==> src/rtl/psk_samples_out_reg.sv <==
// Output register stage after the PSK phase accumulator: captures ROM samples in the packet window,
// packs PACK samples per word and streams words out of a FIFO. Macro PSK_OUT_REG_SAMPLE_CHECK_EN adds a sample-count check.
module psk_samples_out_reg #(
    parameter int SAMPLE_W    = 12,
    parameter int PACK        = 4,
    parameter int FIFO_DEPTH  = 16,
    parameter int ROM_LATENCY = 1,
    parameter logic [SAMPLE_W-1:0] PAD_VALUE = 12'd2048
) (
    input  logic                     CLK,
    input  logic                     RESET_N,
    input  logic [SAMPLE_W-1:0]      ROM_DATA,
    input  logic                     SIGN_START_CALC,
    input  logic                     SIGN_STOP_CALC,
    output logic                     OUT_REG_READY,
    output logic [SAMPLE_W*PACK-1:0] OUT_DATA,
    output logic                     OUT_VALID,
    input  logic                     OUT_READY,
    output logic                     OVERFLOW,
    output logic [15:0]              WORD_CNT,
`ifdef PSK_OUT_REG_SAMPLE_CHECK_EN
    input  logic [31:0]              EXP_SAMPLES,
    output logic [31:0]              SAMPLE_CNT,
    output logic                     CNT_ERR,
`endif
    output logic [2:0]               DBG_STATE
);

    localparam int AW = $clog2(FIFO_DEPTH);
    localparam int IW = (PACK > 1) ? $clog2(PACK) : 1;
    localparam int LW = $clog2(ROM_LATENCY + 1);
    localparam int DW = SAMPLE_W * PACK;

    typedef enum logic [2:0] {
        S_IDLE    = 3'd0,
        S_ARMED   = 3'd1,
        S_COLLECT = 3'd2,
        S_FLUSH   = 3'd3,
        S_DRAIN   = 3'd4
    } state_t;

    state_t state, state_nxt;

    logic                   start_q;
    logic                   start_rise;
    logic                   start_fall;
    logic                   in_window;
    logic                   pkt_start;
    logic                   pad_now;
    logic [ROM_LATENCY-1:0] win_d;
    logic                   capture;
    logic [LW-1:0]          flush_cnt;

    logic [SAMPLE_W-1:0]    pack_buf [PACK];
    logic [IW-1:0]          pack_idx;
    logic                   wr_req;
    logic [DW-1:0]          wr_data;

    logic [DW-1:0]          mem [FIFO_DEPTH];
    logic [AW:0]            wr_ptr, rd_ptr;
    logic [AW:0]            wr_nxt, rd_nxt;
    logic                   fifo_empty, fifo_full;
    logic                   pop, wr_ok, drop;
    logic                   out_valid;
    logic [DW-1:0]          out_data;

    assign start_rise = SIGN_START_CALC & ~start_q;
    assign start_fall = ~SIGN_START_CALC & start_q;
    assign capture    = win_d[ROM_LATENCY-1];

    // ---------------- control FSM ----------------
    always_ff @(posedge CLK or negedge RESET_N) begin
        if (!RESET_N) begin
            state     <= S_IDLE;
            start_q   <= 1'b0;
            flush_cnt <= '0;
        end else begin
            state   <= state_nxt;
            start_q <= SIGN_START_CALC;
            if (state == S_FLUSH) flush_cnt <= flush_cnt + LW'(1);
            else                  flush_cnt <= '0;
        end
    end

    always_comb begin
        state_nxt = state;
        in_window = 1'b0;
        pkt_start = 1'b0;
        pad_now   = 1'b0;
        case (state)
            S_IDLE: begin
                if (start_rise) begin
                    state_nxt = S_ARMED;
                    pkt_start = 1'b1;
                end
            end
            S_ARMED: begin
                // A STOP coinciding with the START fall is a one-sample packet.
                if (start_fall) begin
                    in_window = 1'b1;
                    state_nxt = SIGN_STOP_CALC ? S_FLUSH : S_COLLECT;
                end
            end
            S_COLLECT: begin
                in_window = 1'b1;
                if (SIGN_STOP_CALC) state_nxt = S_FLUSH;
            end
            S_FLUSH: begin
                if (flush_cnt == LW'(ROM_LATENCY)) begin
                    pad_now   = (pack_idx != '0);
                    state_nxt = S_DRAIN;
                end
            end
            S_DRAIN: begin
                if (fifo_empty) state_nxt = S_IDLE;
            end
            default: state_nxt = S_IDLE;
        endcase
    end

    // ROM data for an address shows up ROM_LATENCY cycles later.
    always_ff @(posedge CLK or negedge RESET_N) begin
        if (!RESET_N) begin
            win_d <= '0;
        end else begin
            win_d[0] <= in_window;
            for (int i = 1; i < ROM_LATENCY; i++) win_d[i] <= win_d[i-1];
        end
    end

    // ---------------- sample packing ----------------
    always_comb begin
        wr_req  = 1'b0;
        wr_data = '0;
        if (capture && pack_idx == IW'(PACK - 1)) begin
            wr_req = 1'b1;
            for (int i = 0; i < PACK; i++)
                wr_data[i*SAMPLE_W +: SAMPLE_W] = (IW'(i) == pack_idx) ? ROM_DATA : pack_buf[i];
        end else if (pad_now) begin
            wr_req = 1'b1;
            for (int i = 0; i < PACK; i++)
                wr_data[i*SAMPLE_W +: SAMPLE_W] = (IW'(i) < pack_idx) ? pack_buf[i] : PAD_VALUE;
        end
    end

    always_ff @(posedge CLK or negedge RESET_N) begin
        if (!RESET_N) begin
            pack_idx <= '0;
            for (int i = 0; i < PACK; i++) pack_buf[i] <= '0;
        end else if (pkt_start) begin
            pack_idx <= '0;
        end else if (capture) begin
            pack_buf[pack_idx] <= ROM_DATA;
            pack_idx           <= pack_idx + IW'(1);
        end else if (pad_now) begin
            pack_idx <= '0;
        end
    end

    // ---------------- word FIFO ----------------
    // Valid/ready: a word moves downstream in every cycle where OUT_VALID and OUT_READY are both high;
    // OUT_DATA is stable while OUT_VALID is high and OUT_READY is low.
    assign fifo_empty = (wr_ptr == rd_ptr);
    assign fifo_full  = (wr_ptr[AW] != rd_ptr[AW]) && (wr_ptr[AW-1:0] == rd_ptr[AW-1:0]);
    assign pop        = out_valid & OUT_READY;
    assign wr_ok      = wr_req & (~fifo_full | pop);
    assign drop       = wr_req & ~wr_ok;
    assign rd_nxt     = rd_ptr + {{AW{1'b0}}, pop};
    assign wr_nxt     = wr_ptr + {{AW{1'b0}}, wr_ok};

    always_ff @(posedge CLK) begin
        if (wr_ok) mem[wr_ptr[AW-1:0]] <= wr_data;
    end

    // The output register mirrors the head entry; the head slot is counted in the FIFO depth.
    always_ff @(posedge CLK or negedge RESET_N) begin
        if (!RESET_N) begin
            wr_ptr    <= '0;
            rd_ptr    <= '0;
            out_valid <= 1'b0;
            out_data  <= '0;
        end else begin
            wr_ptr    <= wr_nxt;
            rd_ptr    <= rd_nxt;
            out_valid <= (wr_nxt != rd_nxt);
            if (wr_nxt != rd_nxt) begin
                if (wr_ok && wr_ptr[AW-1:0] == rd_nxt[AW-1:0]) out_data <= wr_data;
                else                                           out_data <= mem[rd_nxt[AW-1:0]];
            end
        end
    end

    // ---------------- status ----------------
    always_ff @(posedge CLK or negedge RESET_N) begin
        if (!RESET_N) begin
            OVERFLOW <= 1'b0;
            WORD_CNT <= '0;
        end else if (pkt_start) begin
            OVERFLOW <= 1'b0;
            WORD_CNT <= '0;
        end else begin
            if (drop) OVERFLOW <= 1'b1;
            if (wr_ok && WORD_CNT != 16'hFFFF) WORD_CNT <= WORD_CNT + 16'd1;
        end
    end

`ifdef PSK_OUT_REG_SAMPLE_CHECK_EN
    logic [31:0] exp_samples_q;

    always_ff @(posedge CLK or negedge RESET_N) begin
        if (!RESET_N) begin
            exp_samples_q <= '0;
            SAMPLE_CNT    <= '0;
            CNT_ERR       <= 1'b0;
        end else if (pkt_start) begin
            exp_samples_q <= EXP_SAMPLES;
            SAMPLE_CNT    <= '0;
            CNT_ERR       <= 1'b0;
        end else begin
            if (capture) SAMPLE_CNT <= SAMPLE_CNT + 32'd1;
            if (state == S_FLUSH && state_nxt == S_DRAIN)
                CNT_ERR <= (SAMPLE_CNT != exp_samples_q);
        end
    end
`endif

    assign OUT_REG_READY = (state == S_IDLE) && fifo_empty;
    assign OUT_VALID     = out_valid;
    assign OUT_DATA      = out_data;
    assign DBG_STATE     = state;

endmodule

==> config.mk <==
export PLATFORM = sky130hd
export DESIGN_NAME = psk_samples_out_reg
export DESIGN_NICKNAME = d
export VERILOG_FILES = /design/src/rtl/psk_samples_out_reg.sv
export SDC_FILE = /design/constraint.sdc
export NUM_CORES = 1
export LEC_CHECK = 0
export CORE_AREA = 2 2 356 253
export CTS_BUF_LIST = sky130_fd_sc_hd__clkbuf_2 sky130_fd_sc_hd__clkbuf_4 sky130_fd_sc_hd__clkbuf_8
export DETAILED_ROUTE_END_ITERATION = 12
export DIE_AREA = 0 0 358 255
export PLACE_DENSITY_LB_ADDON = 0.1
export SKIP_LAST_GASP = 1
export SLEW_MARGIN = 20
export SYNTH_ARGS = -nofsm -noshare
export SYNTH_HDL_FRONTEND = slang
export SYNTH_SLANG_ARGS = --single-unit
==> constraint.sdc <==
create_clock -name CLK -period 13.2 [get_ports CLK]
set_input_delay 2.64 -clock CLK [delete_from_list [all_inputs] [get_ports CLK]]
set_output_delay 2.64 -clock CLK [all_outputs]
set_load 0.01 [all_outputs]
After elaboration in Yosys (flattened, before gate mapping)
Memories as Yosys holds them, arrays and structs flattened. A register that Yosys moved wholly into a read port is not among the register bits.
Cells that the tools add are included.
{"block": "classes", "addsub": 5, "mul": 0, "div_mod_pow": 0, "order_cmp": 6, "eq_ne": 18, "shift": 0, "muxes": 38, "bitwise_logic": 12, "reduce_logical": 14}
{"operator": "two-way mux 12 bit", "n": 9}
{"operator": "two-way mux 48 bit", "n": 2}
{"operator": "bitwise mux 48 bit", "n": 1}
{"operator": "two-way mux 16 bit", "n": 2}
{"operator": "demux 12 bit (select 2 bit)", "n": 1}
{"operator": "adder 16 x 1 -> 16 bit, second input constant", "n": 1}
{"operator": "inequality test 16 bit, second input constant", "n": 1}
{"operator": "two-way mux 3 bit", "n": 5}
{"operator": "case mux 3 bit (5 select lines)", "n": 1}
{"operator": "two-way mux 1 bit", "n": 13}
{"operator": "adder 5 x 1 -> 5 bit", "n": 2}
{"operator": "inequality test 2 bit, second input constant", "n": 5}
{"operator": "equality test 3 x 2 -> 1 bit, second input constant", "n": 2}
{"operator": "two-way mux 2 bit", "n": 3}
{"operator": "nonzero test 2 bit", "n": 3}
{"operator": "AND 1 bit", "n": 5}
{"operator": "equality test 5 bit", "n": 1}
{"operator": "logical AND 1 bit", "n": 5}
{"operator": "inequality test 5 bit", "n": 1}
{"operator": "NOT 1 bit", "n": 5}
{"operator": "AND reduction 5 bit", "n": 1}
{"operator": "equality test 2 bit, first input constant", "n": 2}
{"operator": "equality test 4 bit", "n": 1}
{"operator": "less-than comparator 1 x 2 -> 1 bit, first input constant", "n": 2}
{"operator": "18 further kinds", "n": 19}
{"block": "totals", "reg_bits": 84, "latchBits": 0, "mem_bits_rw": 768, "rom_bits": 0, "input_bits": 17, "out_inout_bits": 70, "elab_cells": 108, "n_memories": 1}
{"name": "mem", "words": 16, "width": 48, "rd": 1, "rd_ports_with_merged_regs": 1, "write_ports": 1, "line_no": "59", "text": "logic [DW-1:0] mem [FIFO_DEPTH];"}

Logic depth before layout (Yosys ltp)
Gate-level depths: netlist (run 1).
{"block": "logic_depth", "depth_word": 10, "depth_mapped": 19, "depth_no_buf": 13}

Worst setup path before layout (run 1)
Ideal clock, no wire load.
{"block": "synth_path", "path_kind": "input -> register", "startpoint": "in OUT_READY", "endpoint": "mem mem[13][0] in the netlist's numbering (enable)", "setup_time_ns": 0.590, "arrival_ns": 8.449, "required_ns": 12.610, "slack_ns": 4.160, "cell_stages": 7, "path_buffers": 3, "cell_sequence": "and2_1 or2_2 o21ai_2 buf_2 buf_4 buf_2 nor4b_1"}
{"block": "synth_via", "elab_chain_len": 5}
{"item": "start: declaration", "line_no": "18", "text": "input logic OUT_READY,"}
{"item": "AND 1 bit", "line_no": "165", "text": "assign pop = out_valid & OUT_READY;"}
{"item": "bitwise OR 1 bit", "line_no": "166", "text": "assign wr_ok = wr_req & (~fifo_full | pop);"}
{"item": "AND 1 bit", "line_no": "166"}
{"item": "two-way mux 1 bit", "line_no": "172", "text": "if (wr_ok) mem[wr_ptr[AW-1:0]] <= wr_data;"}
{"item": "two-way mux 1 bit (implied by the code)", "line_no": "172"}
{"item": "end: declaration", "line_no": "59"}
No other way between the ends.

Final worst setup path (run 1)
{"block": "layout_path", "startpoint": "reg wr_ptr[1]", "endpoint": "out OUT_REG_READY"}
{"block": "layout_via", "elab_chain_len": 2}
{"item": "start: declaration", "line_no": "60", "text": "logic [AW:0] wr_ptr, rd_ptr;"}
{"item": "start signal: assignment", "line_no": "183", "text": "wr_ptr <= wr_nxt;"}
{"item": "equality test 5 bit", "line_no": "163", "text": "assign fifo_empty = (wr_ptr == rd_ptr);"}
{"item": "logical AND 1 bit", "line_no": "227", "text": "assign OUT_REG_READY = (state == S_IDLE) && fifo_empty;"}
{"item": "end: declaration", "line_no": "15", "text": "output logic OUT_REG_READY,"}
No other way between the ends.

==> metrics.md, run 1 <==
| Metric | Value |
|---|---|
| DIE AREA | `0.09129 mm²` |
| Reg-to-reg startpoint | `pack_idx[1]` |
| Unrepaired setup endpoints after global routing | `no` |
| Wire length of the first global-routing pass | `135.5 mm` |
| Number of top-level pins | `87` |
| Share of cells above drive strength 1 | `0.2755` |
| Final non-filler cell total | `3227` |
| Worst-margin pin slew | `1.092 ns` |
| Most congested layer reported by global routing | `met2` |
| Number of core rows | `92` |
| Area overhead of the layout relative to synthesis | `14.92%` |
| Clock Path Buffers | `3` |
| Pre-CTS WS | `6.123 ns` |
| Outcome | `completed` |
| Netlist Area Pre-Place | `0.03486 mm²` |
| Start point of the worst min-delay path | `pack_buf[26]` |
| Total leakage power | `13.37 nW` |
| Worst-Skew Late Latency | `0.80 ns` |
| Post-CTS clock slew at the launch and capture registers of the worst setup and hold paths | `0.06 ns` |
| Reg2Reg Depth | `15` |
| Post-synthesis cell type count | `54` |
| Post-synthesis net count | `1800` |
| Global route total overflow | `0` |
| Areal power density over the cells | `226.4 mW/mm²` |
| Fraction of the mapped netlist area in adder cells | `0.003230` |
| Post-Synthesis Mean Instance Area | `19.65 µm²` |
| Max-cap violation count | `0` |
| Combinational family with the most area after synthesis | `multiplexers` |
| Number of flops mapped to enable cells by yosys | `768` |
| Met1 track demand over resource | `0.3099` |
| Crit path launch | `wr_ptr[1]` |
| Detail Placement HPWL | `48.23 mm` |
| Min-Delay Path Depth | `1` |
| Sequence of cells on the critical path | `xor2_1 > or4_4 > nand2b_1 > nor4_1 > buf_4 > clkdlybuf4s50_1` |
| Final routed wirelength across all metal layers | `95.18 mm` |
| Horizontal die dimension | `358 µm` |
| Data arrival time at the worst-slack endpoint | `3.71 ns` |
| Setup bufs post-CTS | `0` |
| Nature of the critical path startpoint | `register` |
| First-pass iteration count of the detailed router | `5` |
| Placer Congestion | `0.7494` |
| Total Neg Setup Slack | `0 ns` |
| Routed length per instance | `29.50 µm` |
| Synth warn | `0` |
| Critical path endpoint category | `output pin` |
| Cells after DPL | `2975` |
| Hold-fix buffer count after cts | `0` |
| Compound-Gate Fraction of Synth Area | `0.05329` |
| Worst R2R Setup Slack | `8.16 ns` |
| Delay of the slowest cell on the worst path | `0.81 ns` |
| Largest fanout of any net on the critical path | `14` |
| Worst Path Required | `10.56 ns` |
| Number of global-route vias before repair | `18650` |
| Dominant synthesized flop cell | `sky130_fd_sc_hd__edfxtp_1` |
| Cells resized by post-CTS repair | `0` |
| Peak Freq | `157.6 MHz` |
| Type of the most critical hold path | `reg2reg` |
| Maximum number of pins on one net before global-route repair | `84` |
| Final count of hold timing violations | `0` |
| Max-slew headroom | `0.2720` |
| Post-synthesis instance total | `1774` |
| Min Clock Period, post-route | `6.345 ns` |
| Number of buffers created by CTS | `140` |
| Portion of the post-synthesis area used by sequential elements | `0.7476` |
| Initial Utilization | `0.3944` |
| Hold slack final | `0.5056 ns` |
| Antenna violation net count after detailed routing | `0` |
| Share of async-settable or async-resettable flops after synthesis | `0.1351` |
| Setup violators final | `0` |
| Root cell of the clock tree | `sky130_fd_sc_hd__clkbuf_8` |
| XOR/XNOR share of the synthesized area | `0.008470` |
| Initial antenna violation count | `8` |
| Area of the core | `0.08840 mm²` |
| Maximum vdd ir drop | `0.0002475 V` |
| Largest delay share family, worst path | `simple AND/OR/NAND/NOR gates` |
| Setup Crit Path Kind | `reg2out` |
| DRC violation count after routing | `0` |
| GRT Overall Usage | `0.2121` |
| Iter 0 DRT Violations | `1884` |
| Hold Crit Endpoint | `pack_buf[26]` |
| Total clock sinks | `888` |
| Capturing point of the worst reg2reg path | `OUT_DATA[5]` |
| Final worst-path cycle share | `0.4807` |
| Worst path setup slack after routing | `6.855 ns` |
| Global-route track usage on met3 | `0.04135` |
| Met2 Track Usage GR | `0.3249` |
| IO buf count | `86` |
| Maximum level of the CTS H-tree | `4` |
| Crit path max-delay cell type | `sky130_fd_sc_hd__dfrtp_1` |
| Layout net count | `1968` |
| Buf+Inv Stages, Crit Path | `2` |
| Flip-flop and latch count after synthesis | `888` |
| Max-slew violation count | `0` |
| Simple logic cell fraction of the synthesized area | `0.03244` |
| Clock tree from TritonCTS | `done` |
| DIE HEIGHT | `255 µm` |
| Number of vias per cell after detailed routing | `5.614` |
| Overall via count from detail_route | `18120` |
| Final setup skew | `0.03319 ns` |
| Mux share of post-synthesis cell area | `0.1394` |
-- cell type report --
type                    count  area, µm²
fillers                  7586      48340
flip-flops and latches    888      26070
multi-input cells         761       8431
clock buffers             220       2615
well taps                1175       1470
repair buffers            142       1295
clock inverters            31      153.9
inverters                   9      33.78
diodes                      1      2.502
-- logic make-up after synthesis --
family          Yosys count
fa+ha+maj                 9
xor+xnor                 32
compound gates          254
buf+inv                 125
simple gates            225
mux                     241
flops                   888
-- cell usage after synthesis, types with 3 or more instances --
library cell,n,area share
sky130_fd_sc_hd__a31oi_1,27,0.0048
sky130_fd_sc_hd__or2_2,3,0.00054
sky130_fd_sc_hd__nor2_1,90,0.0097
sky130_fd_sc_hd__a21oi_2,11,0.0028
sky130_fd_sc_hd__xor2_1,9,0.0023
sky130_fd_sc_hd__nor4_1,10,0.0018
sky130_fd_sc_hd__o22a_1,10,0.0025
sky130_fd_sc_hd__mux2_2,36,0.012
sky130_fd_sc_hd__dfrtp_1,120,0.086
sky130_fd_sc_hd__clkbuf_1,67,0.0072
sky130_fd_sc_hd__buf_2,37,0.0053
sky130_fd_sc_hd__buf_4,3,0.00065
sky130_fd_sc_hd__nand3_1,9,0.0013
sky130_fd_sc_hd__and3_1,13,0.0023
sky130_fd_sc_hd__xnor2_1,21,0.0053
sky130_fd_sc_hd__a32o_1,3,0.00086
sky130_fd_sc_hd__nor3_1,12,0.0017
sky130_fd_sc_hd__a21oi_1,19,0.0027
sky130_fd_sc_hd__nor4b_1,8,0.0020
sky130_fd_sc_hd__buf_1,7,0.00075
sky130_fd_sc_hd__inv_1,9,0.00097
sky130_fd_sc_hd__and2_1,4,0.00072
sky130_fd_sc_hd__a22oi_1,31,0.0067
sky130_fd_sc_hd__mux4_2,192,0.12
sky130_fd_sc_hd__nand2_1,46,0.0050
sky130_fd_sc_hd__mux2i_1,13,0.0037
sky130_fd_sc_hd__ha_1,9,0.0032
sky130_fd_sc_hd__o31a_1,11,0.0028
sky130_fd_sc_hd__o21ai_0,36,0.0052
sky130_fd_sc_hd__o21ai_1,14,0.0020
sky130_fd_sc_hd__nand2b_1,7,0.0013
sky130_fd_sc_hd__a22o_1,87,0.022
sky130_fd_sc_hd__nor2b_1,4,0.00072
sky130_fd_sc_hd__edfxtp_1,768,0.66
-- worst max path at each step --
stage	end	slack (ns)	cells past startpoint
after floorplan	mem[13][0]	4.16	7
after global placement	OUT_DATA[43]	6.12	9
after detailed placement	OUT_DATA[43]	6.12	9
after CTS	OUT_REG_READY	6.82	6
after global routing	OUT_DATA[2]	6.70	9
final	OUT_REG_READY	6.85	6
-- layer usage --
metal	routed length (µm)	part of all wire
met3	5394	0.057
met1	44140	0.46
met5	21	0.00022
met4	1739	0.018
met2	43890	0.46
-- layout by cell type (no fill, tap or decap), types with 16 or more instances in the layout --
cell type / synthesis / final
sky130_fd_sc_hd__a21oi_1: 19 / 19
sky130_fd_sc_hd__a22o_1: 87 / 87
sky130_fd_sc_hd__edfxtp_1: 768 / 768
sky130_fd_sc_hd__clkdlybuf4s50_1: 0 / 85
sky130_fd_sc_hd__buf_4: 3 / 55
sky130_fd_sc_hd__nand2_1: 46 / 46
sky130_fd_sc_hd__clkinv_1: 0 / 16
sky130_fd_sc_hd__clkbuf_8: 0 / 154
sky130_fd_sc_hd__nor2_1: 90 / 86
sky130_fd_sc_hd__clkbuf_4: 0 / 66
sky130_fd_sc_hd__mux4_2: 192 / 192
sky130_fd_sc_hd__a22oi_1: 31 / 31
sky130_fd_sc_hd__dfrtp_1: 120 / 120
sky130_fd_sc_hd__mux2_2: 36 / 36
sky130_fd_sc_hd__a31oi_1: 27 / 27
sky130_fd_sc_hd__o21ai_0: 36 / 35
sky130_fd_sc_hd__xnor2_1: 21 / 21
-- state kept, by name, summed over array words and instances, names as in the netlist --
name / count
mem: 768
OUT_DATA: 48
pack_buf: 36
WORD_CNT: 16
rd_ptr: 5
wr_ptr: 5
DBG_STATE: 3
pack_idx: 2
OUT_VALID: 1
OVERFLOW: 1
capture: 1
flush_cnt: 1
start_q: 1
-- through the flow --
stage / utilization / cell area (µm²) / power (mW)
finish: 0.4532 / 40070 / 9.070
global placement: 0.4219 / 37290 / 6.833
CTS: 0.4532 / 40060 / 9.197
global route: 0.4532 / 40070 / 9.538
detailed placement: 0.4219 / 37290 / 6.860
floorplan: - / 34860 / 5.785
-- worst reg2reg max path, delay by kind of cell (launching register included) --
| family | cells | cell delay, ns |
|---|---|---|
| AO/OA/AOI/OAI | 4 | 0.98 |
| XOR/XNOR | 1 | 0.22 |
| adder cells (fa/ha/maj) | 3 | 1.15 |
| buffers and inverters | 4 | 1.48 |
| flip-flops | 1 | 0.44 |
| AND/OR/NAND/NOR | 3 | 0.63 |
-- power by group --
group | internal [mW] | switching, mW | leakage, nW
Combinational | 1.55 | 1.74 | 3.27
Clock | 1.26 | 1.07 | 1.49
Sequential | 3.28 | 0.187 | 8.62
Note: power is estimated with default switching activity, not from simulation.
==> run 2: changes to the inputs <==
==> constraint.sdc (replaced) <==
create_clock -name CLK -period 5.41 [get_ports CLK]
set_input_delay 1.082 -clock CLK [delete_from_list [all_inputs] [get_ports CLK]]
set_output_delay 1.082 -clock CLK [all_outputs]
set_load 0.01 [all_outputs]
==> run 2 against run 1 <==
  * Via count grew 0.73%
  * Sequential cell count is the same
  * Largest cell class unchanged
  * Die area unchanged
  * Critical endpoint unchanged
  * Highest routed layer is now met4
  * Count of clock-buffer cells in the layout increased by 2
  * Sequential power up 140%
  * Power grew to 2.5 times the previous value
  * Routed wire length decreased by 0.12%
  * Clock power grew to 2.6 times the previous value
  * Worst hold slack got worse by 0.20 ns
==> metrics.md, run 2 (synthesis results as in run 1) <==
| Metric | Value |
|---|---|
| Hold-fix buffer count after cts | `0 (unchanged)` |
| Layout net count | `1987 (+0.97%)` |
| Number of flip-flops in the largest register | `768 (unchanged)` |
| Global route total overflow | `0 (unchanged)` |
| Initial Utilization | `0.3944 (unchanged)` |
| Overall via count from detail_route | `18250 (+0.73%)` |
| Final count of hold timing violations | `0 (unchanged)` |
| Cells resized by post-CTS repair | `0 (unchanged)` |
| Post-CTS clock slew at the launch and capture registers of the worst setup and hold paths | `0.07 ns (about the same)` |
| Comb power frac | `0.360 (-0.002)` |
| Sequence of cells on the critical path | `xor2_1 > or4_4 > nand2b_1 > nor4_1 > buf_4 > clkdlybuf4s50_1` |
| Setup Crit Path Kind | `reg2out` |
| Maximum vdd ir drop | `0.0005403 V (+120%)` |
| Most congested layer reported by global routing | `met2` |
| Largest fanout of any net on the critical path | `16 (+2)` |
| Type of the most critical hold path | `in2async` |
| Top library cells by usage in the layout, fill and taps aside | `sky130_fd_sc_hd__edfxtp_1, sky130_fd_sc_hd__mux4_2, sky130_fd_sc_hd__clkbuf_8` |
| Total leakage power | `13.66 nW (+2.1%)` |
| Maximum number of pins on one net before global-route repair | `98 (+17%)` |
| DRC violation count after routing | `0 (unchanged)` |
| Net switching share of the total power | `0.3272 (-0.002490)` |
| Final worst-path cycle share | `0.8754` |
| Area overhead of the layout relative to synthesis | `16.82%` |
| Setup bufs post-CTS | `0 (unchanged)` |
| IO buf count | `86 (unchanged)` |
| Delay of the slowest cell on the worst path | `0.86 ns (+0.05 ns)` |
| Worst-margin pin slew | `1.087 ns (-0.005249 ns)` |
| Placer Congestion | `0.7614 (+1.6%)` |
| Global-route track usage on met3 | `0.04791 (+0.006560)` |
| Outcome | `completed` |
| DIE HEIGHT | `255 µm (unchanged)` |
| Setup violators final | `0 (unchanged)` |
| Areal power density over the cells | `557.0 mW/mm² (+150%)` |
| Root cell of the clock tree | `sky130_fd_sc_hd__clkbuf_8` |
| Initial antenna violation count | `4 (-4)` |
| Final routed wirelength across all metal layers | `95.07 mm (-0.12%)` |
| Critical path endpoint category | `output pin` |
| Multi-input logic area | `0.008452 mm² (+0.25%)` |
| Number of vias per cell after detailed routing | `5.610 (about the same)` |
| Internal portion of total power | `15.26 mW (+150%)` |
| Switching power total | `7.421 mW (+150%)` |
| Iter 0 DRT Violations | `1722 (-8.6%)` |
| Total clock sinks | `888 (unchanged)` |
| Worst-Skew Late Latency | `0.80 ns (about the same)` |
| Detail Placement HPWL | `49.44 mm (+2.5%)` |
| Routed length per instance | `29.22 µm (-0.92%)` |
| Share of cells above drive strength 1 | `0.2842 (+0.008725)` |
| Clock Path Buffers | `3 (unchanged)` |
| Data arrival time at the worst-slack endpoint | `3.65 ns (-0.06 ns)` |
| Number of buffers created by CTS | `143 (+2.1%)` |
| Most common cell after layout, fill and taps aside | `sky130_fd_sc_hd__edfxtp_1` |
| Area of the core | `0.08840 mm² (unchanged)` |
| Horizontal die dimension | `358 µm (unchanged)` |
| Crit path max-delay cell type | `sky130_fd_sc_hd__dfrtp_1` |
| Worst Path Required | `4.33 ns (-6.23 ns)` |
| FF/Latch Area | `0.02607 mm² (unchanged)` |
| Final non-filler cell total | `3253 (+0.81%)` |
| Proportion of power drawn by the clock network | `0.266 (+0.010)` |
| Maximum level of the CTS H-tree | `4 (unchanged)` |
| Max-slew headroom | `0.2741 (+0.002009)` |
| Peak Freq | `211.1 MHz` |
| First-pass iteration count of the detailed router | `5 (unchanged)` |
| Max-cap violation count | `0 (unchanged)` |
| Number of global-route vias before repair | `18740 (+0.47%)` |
| Nature of the critical path startpoint | `register` |
| Antenna violation net count after detailed routing | `0 (unchanged)` |
| Met2 Track Usage GR | `0.3204 (-0.004523)` |
| Unrepaired setup endpoints after global routing | `no` |
| Max-slew violation count | `0 (unchanged)` |
| Cells after DPL | `2991 (+0.54%)` |
| Final setup skew | `0.02967 ns (-0.003518 ns)` |
| Number of top-level pins | `87 (unchanged)` |
| Clock tree from TritonCTS | `done` |
| Wire length of the first global-routing pass | `136.2 mm (+0.52%)` |
| Min Clock Period, post-route | `4.736 ns` |
| Part of the power in registers | `0.373 (-0.009)` |
| Final-layout fill cell count | `7526 (-0.79%)` |
| Largest delay share family, worst path | `simple AND/OR/NAND/NOR gates` |
| DIE AREA | `0.09129 mm² (unchanged)` |
| Buf+Inv Stages, Crit Path | `2 (unchanged)` |
| End-of-flow core utilization | `0.4607 (+0.007487)` |
| Met1 track demand over resource | `0.3133 (+0.003404)` |
| Number of core rows | `92 (unchanged)` |
| GRT Overall Usage | `0.2125 (+0.0004114)` |
run 2: final timing paths:
kind / cells past startpoint / slack, ns / endpoint / startpoint
worst max-delay path: 6 / 0.67 / OUT_REG_READY / wr_ptr[0]
worst min-delay path: 1 / 0.30 / OUT_DATA[17] / RESET_N
worst max register to register: 9 / 1.47 / OUT_DATA[6] / pack_idx[1]
worst min register to register: 1 / 0.50 / pack_buf[41] / pack_buf[41]
max in group asynchronous: 2 / 3.92 / OUT_DATA[6] / RESET_N
min in group CLK: 1 / 0.50 / pack_buf[41] / pack_buf[41]
run 2: power by group through the flow:
stage	registers [mW]	logic, mW	clock network [mW]
floorplan	8.44	5.67	0
global placement	8.60	8.27	0
detailed placement	8.62	8.29	0
CTS	8.48	8.30	6.18
global route	8.52	8.85	6.50
finish	8.47	8.18	6.04
run 2: cell type report:
cell class                 instances  share of cell area
antenna                            2           0.0001229
multi-input combinational        761              0.2075
clock buffer                     222             0.06596
timing repair buffer             158             0.04181
clock inverter                    38            0.007680
inverter                           9           0.0008295
tap                             1175             0.03610
sequential                       888              0.6400
run 2: per-stage QoR:
step	worst slack [ns]	TNS (ns)	hold WS (ns)	cell area, µm²	total power [mW]
floorplan	-2.071	-847.60	0.4787	34870	14.12
global placement	0.8296	0	0.4869	37720	16.88
detailed placement	0.7921	0	0.4925	37720	16.91
CTS	0.5804	0	0.2976	40720	22.97
global route	0.4756	0	0.3133	40730	23.88
finish	0.6740	0	0.3048	40730	22.68
run 2: routing by layer:
layer,vias up,wire length [µm]
met5,-,0
met4,0,1457
met3,115,6301
met2,593,43100
met1,9872,44200
li1,7669,-
==> run 3: changes to the inputs <==
--- a/config.mk
+++ b/config.mk
@@ -7,6 +7,7 @@
 export LEC_CHECK = 0
 export CORE_AREA = 2 2 356 253
 export CTS_BUF_LIST = sky130_fd_sc_hd__clkbuf_2 sky130_fd_sc_hd__clkbuf_4 sky130_fd_sc_hd__clkbuf_8
+export CTS_CLUSTER_DIAMETER = 40
 export DETAILED_ROUTE_END_ITERATION = 12
 export DIE_AREA = 0 0 358 255
 export PLACE_DENSITY_LB_ADDON = 0.1
==> run 3 against run 2 <==
  * Clock power is 1% lower
  * Register-to-register slack gained 0.05 ns
  * Worst setup slack got worse by 0.010 ns
  * Combinational power about the same
  * Worst hold slack gained 0.012 ns
  * Non-clock buffer count unchanged
  * Utilization fell by 0.076 points
  * Fmax decreased by 0.22%
  * Sequential power about the same
  * Power shrank 0.33%
  * Largest cell class unchanged
  * Sequential share of layout area increased by 0.11 points
==> metrics.md, run 3 (synthesis results as in run 1) <==
| Metric | Value |
|---|---|
| Final Total Pwr | `22.61 mW (-0.33%)` |
| Number of flip-flops in the largest register | `768 (unchanged)` |
| Peak Freq | `210.7 MHz (-0.22%)` |
| Part of the power in registers | `0.375 (+0.002)` |
| Number of buffers created by CTS | `144 (+0.70%)` |
| Proportion of power drawn by the clock network | `0.263 (-0.003)` |
| IO buf count | `86 (unchanged)` |
| Iter 0 DRT Violations | `1866 (+8.4%)` |
| Root cell of the clock tree | `sky130_fd_sc_hd__clkbuf_8` |
| Multi-input logic area | `0.008452 mm² (unchanged)` |
| Horizontal die dimension | `358 µm (unchanged)` |
| Setup bufs post-CTS | `0 (unchanged)` |
| Number of global-route vias before repair | `18720 (-0.13%)` |
| Outcome | `completed` |
| Max-slew violation count | `0 (unchanged)` |
| Global route total overflow | `0 (unchanged)` |
| Worst-margin pin slew | `1.085 ns (-0.002006 ns)` |
| Areal power density over the cells | `556.1 mW/mm² (-0.16%)` |
| Final worst-path cycle share | `0.8773 (+0.001925)` |
| DIE AREA | `0.09129 mm² (unchanged)` |
| Setup Crit Path Kind | `reg2out` |
| Number of core rows | `92 (unchanged)` |
| Routed length per instance | `29.27 µm (+0.16%)` |
| Placer Congestion | `0.7614 (unchanged)` |
| Layout net count | `1988 (+0.050%)` |
| Hold-fix buffer count after cts | `0 (unchanged)` |
| Number of vias per cell after detailed routing | `5.626 (+0.29%)` |
| Final non-filler cell total | `3251 (-0.061%)` |
| Maximum vdd ir drop | `0.0005444 V (+0.76%)` |
| Clock tree from TritonCTS | `done` |
| Final count of hold timing violations | `0 (unchanged)` |
| Maximum number of pins on one net before global-route repair | `98 (unchanged)` |
| Final setup skew | `0.02692 ns (-0.002750 ns)` |
| Maximum level of the CTS H-tree | `4 (unchanged)` |
| Internal portion of total power | `15.16 mW (-0.64%)` |
| Number of top-level pins | `87 (unchanged)` |
| Largest fanout of any net on the critical path | `16 (unchanged)` |
| Cells resized by post-CTS repair | `0 (unchanged)` |
| Overall via count from detail_route | `18290 (+0.22%)` |
| Initial Utilization | `0.3944 (unchanged)` |
| Total clock sinks | `888 (unchanged)` |
| Max-slew headroom | `0.2754 (+0.001340)` |
| Final-layout fill cell count | `7567 (+0.54%)` |
| GRT Overall Usage | `0.2126 (about the same)` |
| Most common cell after layout, fill and taps aside | `sky130_fd_sc_hd__edfxtp_1` |
| DRC violation count after routing | `0 (unchanged)` |
| Worst Path Required | `4.33 ns (about the same)` |
| Top library cells by usage in the layout, fill and taps aside | `sky130_fd_sc_hd__edfxtp_1, sky130_fd_sc_hd__mux4_2, sky130_fd_sc_hd__clkbuf_8` |
| Data arrival time at the worst-slack endpoint | `3.66 ns (about the same)` |
| Setup violators final | `0 (unchanged)` |
| Critical path endpoint category | `output pin` |
| Unrepaired setup endpoints after global routing | `no` |
| Clock Path Buffers | `3 (unchanged)` |
| Share of cells above drive strength 1 | `0.2848 (+0.0006189)` |
| FF/Latch Area | `0.02607 mm² (unchanged)` |
| Switching power total | `7.445 mW (+0.33%)` |
| Area of the core | `0.08840 mm² (unchanged)` |
| End-of-flow core utilization | `0.4599 (-0.0007640)` |
| Initial antenna violation count | `4 (unchanged)` |
| Comb power frac | `0.362 (+0.002)` |
| Wire length of the first global-routing pass | `136.2 mm (about the same)` |
| Type of the most critical hold path | `in2async` |
| Final routed wirelength across all metal layers | `95.15 mm (about the same)` |
| Net switching share of the total power | `0.3293 (+0.002138)` |
| Total leakage power | `13.62 nW (-0.29%)` |
| Antenna violation net count after detailed routing | `0 (unchanged)` |
| Detail Placement HPWL | `49.44 mm (unchanged)` |
| Total Neg Setup Slack | `0 ns (unchanged)` |
| Post-CTS clock slew at the launch and capture registers of the worst setup and hold paths | `0.06 ns (about the same)` |
| Worst-Skew Late Latency | `0.79 ns (about the same)` |
| Nature of the critical path startpoint | `register` |
| DIE HEIGHT | `255 µm (unchanged)` |
| Max-cap violation count | `0 (unchanged)` |
| Cells after DPL | `2991 (unchanged)` |
| Hold slack final | `0.3170 ns (+0.01214 ns)` |
| Min Clock Period, post-route | `4.746 ns (+0.01042 ns)` |
| First-pass iteration count of the detailed router | `5 (unchanged)` |
| Area overhead of the layout relative to synthesis | `16.63%` |
-- run 3: worst paths after layout --
check / start / endpoint / slack [ns] / cells past startpoint
max: wr_ptr[0] / OUT_REG_READY / 0.66 / 6
min: RESET_N / OUT_DATA[17] / 0.32 / 1
max reg2reg: pack_idx[0] / OUT_DATA[6] / 1.52 / 9
min reg2reg: pack_buf[37] / pack_buf[37] / 0.50 / 1
max in group asynchronous: RESET_N / pack_buf[46] / 3.91 / 2
min in group CLK: pack_buf[37] / pack_buf[37] / 0.50 / 1
-- run 3: layout make-up --
cell class | count | share of cell area
Antenna cell | 1 | 0.00006154
Clock inverter | 44 | 0.008462
Clock buffer | 215 | 0.06370
Tap cell | 1175 | 0.03616
Inverter | 9 | 0.0008308
Timing Repair Buffer | 158 | 0.04188
Multi-Input combinational cell | 761 | 0.2079
Sequential cell | 888 | 0.6410
-- run 3: critical path: stages (launching register included) --
cell	delay [ns]
sky130_fd_sc_hd__dfrtp_1	0.86
sky130_fd_sc_hd__xor2_1	0.14
sky130_fd_sc_hd__or4_4	0.56
sky130_fd_sc_hd__nand2b_1	0.30
sky130_fd_sc_hd__nor4_1	0.25
sky130_fd_sc_hd__buf_4	0.21
sky130_fd_sc_hd__clkdlybuf4s50_1	0.54
-- run 3: routing by layer --
layer  wire [µm]  global-route usage  vias to the layer above
met5           0                   0                        -
met4        1521             0.05750                        0
met3        5643             0.04414                      121
met2       43090              0.3188                      600
met1       44900              0.3166                     9899
li1            -                   -                     7670
-- run 3: power groups by stage --
stage               logic (mW)  clock network (mW)  registers (mW)
CTS                       8.31                6.09            8.48
global placement          8.27                   0            8.60
global route              8.86                6.40            8.52
finish                    8.19                5.95            8.47
floorplan                 5.67                   0            8.44
detailed placement        8.29                   0            8.62
-- run 3: stage by stage --
| step | setup slack (ns) | area (µm²) |
|---|---|---|
| after detailed placement | 0.7921 | 37720 |
| final | 0.6635 | 40660 |
| after floorplan | -2.071 | 34870 |
| after global routing | 0.4772 | 40660 |
| after global placement | 0.8296 | 37720 |
| after CTS | 0.5810 | 40660 |
